==> config.mk <==
export PLATFORM = sky130hd
export DESIGN_NAME = muldiv_ctrl
export DESIGN_NICKNAME = d
export VERILOG_FILES = /design/src/rtl/mdu_pkg.sv /design/src/rtl/mdu_step.sv /design/src/rtl/muldiv_ctrl.sv
export SDC_FILE = /design/constraint.sdc
export NUM_CORES = 1
export LEC_CHECK = 0
export CELL_PAD_IN_SITES_DETAIL_PLACEMENT = 1
export CELL_PAD_IN_SITES_GLOBAL_PLACEMENT = 2
export CORE_MARGIN = 3
export CORE_UTILIZATION = 38
export DETAILED_ROUTE_END_ITERATION = 10
export PLACE_DENSITY_LB_ADDON = 0.1
export SETUP_SLACK_MARGIN = 0.02
export SYNTH_ARGS = -nofsm -noshare
export SYNTH_HDL_FRONTEND = slang
export SYNTH_HIERARCHICAL = 1
export SYNTH_SLANG_ARGS = --single-unit
==> constraint.sdc <==
create_clock -name clk -period 11.6 [get_ports clk]
set_clock_uncertainty 0.05 [all_clocks]
set_input_delay 2.9 -clock clk [delete_from_list [all_inputs] [get_ports clk]]
set_output_delay 2.9 -clock clk [all_outputs]
set_load 0.05 [all_outputs]
==> src/rtl/mdu_pkg.sv <==
// Shared definitions for the iterative multiply/divide unit: op codes,
// sequencer states, iteration count and operand helpers.
package mdu_pkg;

    typedef enum logic [1:0] {
        MD_MULT  = 2'b00,
        MD_MULTU = 2'b01,
        MD_DIV   = 2'b10,
        MD_DIVU  = 2'b11
    } md_op_e;

    typedef enum logic [1:0] {
        ST_IDLE = 2'b00,
        ST_RUN  = 2'b01,
        ST_FIX  = 2'b10
    } md_state_e;

    localparam int         ITER     = 32;
    localparam logic [4:0] CNT_LAST = 5'(ITER - 1);

    function automatic logic [31:0] mag32(input logic [31:0] v);
        if (v[31]) begin
            return 32'd0 - v;
        end else begin
            return v;
        end
    endfunction

    function automatic logic op_is_div(input md_op_e op);
        return op[1];
    endfunction

endpackage

==> src/rtl/mdu_step.sv <==
// One iteration of the MDU loop: shift-add for multiply, restoring
// trial-subtract for divide. Purely combinational.
module mdu_step
    import mdu_pkg::*;
(
    input  md_op_e      i_op,
    input  logic [31:0] i_hi,
    input  logic [31:0] i_lo,
    input  logic [31:0] i_b,
    output logic [31:0] o_hi,
    output logic [31:0] o_lo
);

    logic [32:0] w_sum;
    logic [32:0] w_add;
    logic [32:0] w_rsh;
    logic [31:0] w_diff;
    logic        w_geq;

    // Next {hi, lo} pair for the selected operation.
    always_comb begin
        w_sum  = {1'b0, i_hi} + {1'b0, i_b};
        w_add  = {1'b0, i_hi};
        w_rsh  = {i_hi, i_lo[31]};
        // The difference fits in 32 bits whenever the trial subtract succeeds.
        w_geq  = (w_rsh >= {1'b0, i_b});
        w_diff = w_rsh[31:0] - i_b;
        o_hi   = 32'd0;
        o_lo   = 32'd0;
        if (op_is_div(i_op)) begin
            o_hi = w_geq ? w_diff : w_rsh[31:0];
            o_lo = {i_lo[30:0], w_geq};
        end else begin
            w_add = i_lo[0] ? w_sum : {1'b0, i_hi};
            o_hi  = w_add[32:1];
            o_lo  = {w_add[0], i_lo[31:1]};
        end
    end

endmodule

==> src/rtl/muldiv_ctrl.sv <==
// Iterative MULT/MULTU/DIV/DIVU sequencer with HI/LO registers and the
// EX-stage interlock toward the hazard unit.
module muldiv_ctrl
    import mdu_pkg::*;
#(
    parameter int XLEN = 32
) (
    input  logic            clk,
    input  logic            reset,
    input  logic            MdStart_ex,
    input  logic [1:0]      MdOp_ex,
    input  logic [XLEN-1:0] MdA_ex,
    input  logic [XLEN-1:0] MdB_ex,
    input  logic            MfHiLo_ex,
    input  logic            MtHi_ex,
    input  logic            MtLo_ex,
    output logic [XLEN-1:0] Hi,
    output logic [XLEN-1:0] Lo,
    output logic            MdBusy,
    output logic            MdDone,
    output logic            MdStall
);

    md_state_e   r_state;
    md_op_e      r_op;
    logic [4:0]  r_cnt;
    logic [31:0] r_acc;
    logic [31:0] r_quo;
    logic [31:0] r_b;
    logic [31:0] r_a_raw;
    logic        r_neg_q;
    logic        r_neg_r;
    logic        r_dz;
    logic [31:0] r_hi;
    logic [31:0] r_lo;
    logic        r_busy;
    logic        r_done;

    logic [31:0] w_step_hi;
    logic [31:0] w_step_lo;
    logic [63:0] w_prod;
    logic [63:0] w_prod_fix;
    logic [31:0] w_quo_fix;
    logic [31:0] w_rem_fix;
    logic [31:0] w_fix_hi;
    logic [31:0] w_fix_lo;
    md_op_e      w_op;
    logic        w_signed;

    assign w_op     = md_op_e'(MdOp_ex);
    assign w_signed = ~MdOp_ex[0];

    mdu_step u_step (
        .i_op (r_op),
        .i_hi (r_acc),
        .i_lo (r_quo),
        .i_b  (r_b),
        .o_hi (w_step_hi),
        .o_lo (w_step_lo)
    );

    // Sign correction and special cases applied in FIX before committing.
    always_comb begin
        w_prod     = {r_acc, r_quo};
        w_prod_fix = r_neg_q ? (64'd0 - w_prod) : w_prod;
        w_quo_fix  = r_neg_q ? (32'd0 - r_quo) : r_quo;
        w_rem_fix  = r_neg_r ? (32'd0 - r_acc) : r_acc;
        w_fix_hi   = w_prod_fix[63:32];
        w_fix_lo   = w_prod_fix[31:0];
        if (op_is_div(r_op)) begin
            if (r_dz) begin
                w_fix_hi = r_a_raw;
                w_fix_lo = 32'hFFFF_FFFF;
            end else begin
                w_fix_hi = w_rem_fix;
                w_fix_lo = w_quo_fix;
            end
        end else begin
            w_fix_hi = w_prod_fix[63:32];
            w_fix_lo = w_prod_fix[31:0];
        end
    end

    // Sequencer FSM, iteration datapath and HI/LO registers.
    always_ff @(posedge clk or posedge reset) begin
        if (reset) begin
            r_state <= ST_IDLE;
            r_op    <= MD_MULT;
            r_cnt   <= 5'd0;
            r_acc   <= 32'd0;
            r_quo   <= 32'd0;
            r_b     <= 32'd0;
            r_a_raw <= 32'd0;
            r_neg_q <= 1'b0;
            r_neg_r <= 1'b0;
            r_dz    <= 1'b0;
            r_hi    <= 32'd0;
            r_lo    <= 32'd0;
            r_busy  <= 1'b0;
            r_done  <= 1'b0;
        end else begin
            r_done <= 1'b0;
            case (r_state)
                ST_IDLE: begin
                    if (MdStart_ex) begin
                        r_op    <= w_op;
                        r_quo   <= w_signed ? mag32(MdA_ex) : MdA_ex;
                        r_b     <= w_signed ? mag32(MdB_ex) : MdB_ex;
                        r_a_raw <= MdA_ex;
                        r_neg_q <= w_signed & (MdA_ex[31] ^ MdB_ex[31]);
                        r_neg_r <= w_signed & MdA_ex[31];
                        r_dz    <= MdOp_ex[1] & (MdB_ex == 32'd0);
                        r_acc   <= 32'd0;
                        r_cnt   <= 5'd0;
                        r_busy  <= 1'b1;
                        r_state <= ST_RUN;
                    end else begin
                        if (MtHi_ex) begin
                            r_hi <= MdA_ex;
                        end
                        if (MtLo_ex) begin
                            r_lo <= MdA_ex;
                        end
                    end
                end
                ST_RUN: begin
                    r_acc <= w_step_hi;
                    r_quo <= w_step_lo;
                    r_cnt <= r_cnt + 5'd1;
                    if (r_cnt == CNT_LAST) begin
                        r_state <= ST_FIX;
                    end
                end
                ST_FIX: begin
                    r_hi    <= w_fix_hi;
                    r_lo    <= w_fix_lo;
                    r_busy  <= 1'b0;
                    r_done  <= 1'b1;
                    r_state <= ST_IDLE;
                end
                default: begin
                    r_busy  <= 1'b0;
                    r_state <= ST_IDLE;
                end
            endcase
        end
    end

    assign Hi      = r_hi;
    assign Lo      = r_lo;
    assign MdBusy  = r_busy;
    assign MdDone  = r_done;
    assign MdStall = r_busy & (MdStart_ex | MfHiLo_ex | MtHi_ex | MtLo_ex);

endmodule

==> impl_metrics.toml <==
[route]
wl_met3_um = 3430
met1_length_um = 29900
drcViolationCount = 0
ant_nets = 0
wl_met2_um = 32600
viasPerCell = 6.13
wl_per_cell_um = 24.4
wirelength_um = 69000
vias = 17400
drt_iter0_markers = 1035
top_layer = "met4"
first_pass_iters = 5

[final_layout]
final_net_count = 2369
final_common_cell = "nand2_1"
mostFrequentLayoutCells = "nand2_1 (322), dfrtp_1 (204), o21ai_0 (201)"
syn2layout_area_growth_pct = 16.3
final_layout_size_suffix_gt1_share_pct = 6.55
num_antenna_cells = 0
stdcell_area_um2 = 19800

[clock_tree]
clock_sinks = 205
clock_path_buffers = 3
clk_pin_slew_ps = 60
post_cts_resized = 0
hold_buffers = 0
htreeDepth = 1
root_buffer = "clkbuf_16"
clk_latency_ps = 570
numCtsBuffers = 27
cts_tree = "yes"
cts_setup_buffers = 0

[power]
power.internal_mw = 3.44
combPwrFrac_pct = 65.1
p_switching_mw = 3.70
clock_power_share_pct = 12.3
p_seq_share_pct = 22.5
p_leak_nw = 8.10
ir_worst_vdd_mv = 0.146
total_power_mw = 7.14
sw_frac_of_total_pct = 51.9
power_density_nw_per_um2 = 361

[place]
pre_cts_ws_ps = 3770
numPortBuffers = 138
dpl.hpwl_um = 50000
gp_congestion = 0.925
placed_area_um2 = 18800

[worst_setup_path]
cp.arrival_ps = 4910
max_stage_delay_ps = 760
worst_path_most_repeated_cell = "clkdlybuf4s50_1"
crit_required_ps = 8650
cp_slowest_cell = "clkdlybuf4s50_1"
worst-path-buf-inv = 2
worst_setup_path_start_kind = "input port"
worstPathMaxFanout = 14
worstSetupEndpointType = "output pin"
cp_cell_sequence = "clkdlybuf4s50_1, o41a_1, clkdlybuf4s50_1"
path_class = "input port to output pin"
worst_path_dominant_cell_family = "buffers and inverters"

[timing]
drv_slew = 0
tns_ps = 0
hold_viol = 0
finalCriticalPeriod_ps = 7860
maxSlewHeadroom_pct = 18.9
rsz0062_at_grt = "false"
fmax_mhz = 127
setup_violations = 0
fin_ws_ps = 3740
period_share_pct = 67.8
hold_ws_ps = 424
max_slew.worst_pin.slew_ps = 1210

[floorplan]
die_x_um = 218
dieArea_um2 = 47300
pin_count = 139
initial_core_util_pct = 38.9
rows = 76
dieHeight_um = 218
placeableCoreArea_um2 = 43600

[synthesis]
synthCells = 2170
syn_area_um2 = 17000
synth_warnings = 6
synthesis.nets = 2314
syn_area_per_cell_um2 = 7.83

[job]
max_cap_viol_count = 0

[grt]
antenna_found_initial = 0
grt_pass1_wl_um = 106000
grt_max_degree = 76
track_usage_pct = 28.5
grt_overflow = 0
grt_pass1_vias = 17700

[min_path]
hp-class = "register to register"

[run_status]
status = "completed"
-- routing by layer --
layer	vias to the layer above	global-route usage (%)
met4	0	11.2
met5	-	0
met3	126	3.27
li1	8086	-
met2	468	48.9
met1	8673	36.8
-- worst register-to-register path, delay by kind of cell, from the launching register on --
kind | cells | cell delay, ps
AO/OA/AOI/OAI | 3 | 980
AND/OR/NAND/NOR | 6 | 1730
buffers and inverters | 1 | 490
flip-flops | 1 | 660
adder cells (fa/ha/maj) | 1 | 510
-- final cells by class --
| type | count | area [um2] |
|---|---|---|
| Timing Repair Buffer | 168 | 1610 |
| Sequential cell | 205 | 5130 |
| Fill cell | 5261 | 23900 |
| Clock inverter | 7 | 93.8 |
| Multi-Input combinational cell | 1753 | 11100 |
| Clock buffer | 41 | 828 |
| Inverter | 70 | 270 |
| Tap cell | 585 | 732 |
-- path summary, 6_finish.rpt --
check / from / slack (ps) / endpoint / cells after the start
min in group asynchronous: reset / 2740 / Hi[16]$_DFFE_PP0P_ / 2
worst max-delay path: MdStart_ex / 3740 / MdStall / 3
worst min-delay path: r_a_raw[19]$_DFFE_PP0P_ / 420 / r_a_raw[19]$_DFFE_PP0P_ / 2
worst min register to register: r_a_raw[19]$_DFFE_PP0P_ / 420 / r_a_raw[19]$_DFFE_PP0P_ / 2
max in group asynchronous: reset / 7260 / r_op[1]$_DFFE_PP0P_ / 3
worst max register to register: r_acc[27]$_DFFE_PP0P_ / 7060 / r_acc[27]$_DFFE_PP0P_ / 11
-- per-stage QoR --
stage	util (%)	instances
3_3_place_gp	43.2	2781
5_1_grt	45.3	2829
2_1_floorplan	-	2170
4_1_cts	45.3	2829
6_report	45.3	2829
3_5_place_dp	43.2	2781
-- power groups by stage --
stage               clock (mW)  sequential (mW)  combinational (mW)
floorplan                    0             1.70                3.13
global placement             0             1.59                4.48
detailed placement           0             1.61                4.60
CTS                      0.902             1.59                4.62
global route             0.929             1.66                5.11
finish                   0.882             1.61                4.65
-- flip-flops by register name, indices dropped and copies added, names as in the netlist --
| signal | count |
|---|---|
| Lo | 32 |
| r_neg_r | 1 |
| r_quo | 32 |
| r_op | 1 |
| Hi | 32 |
| r_state | 2 |
| r_neg_q | 1 |
| MdDone | 1 |
| r_dz | 1 |
| r_b | 32 |
| r_a_raw | 32 |
| r_cnt | 5 |
| MdBusy | 1 |
| r_acc | 32 |
Note: power is estimated with default switching activity, not from simulation.
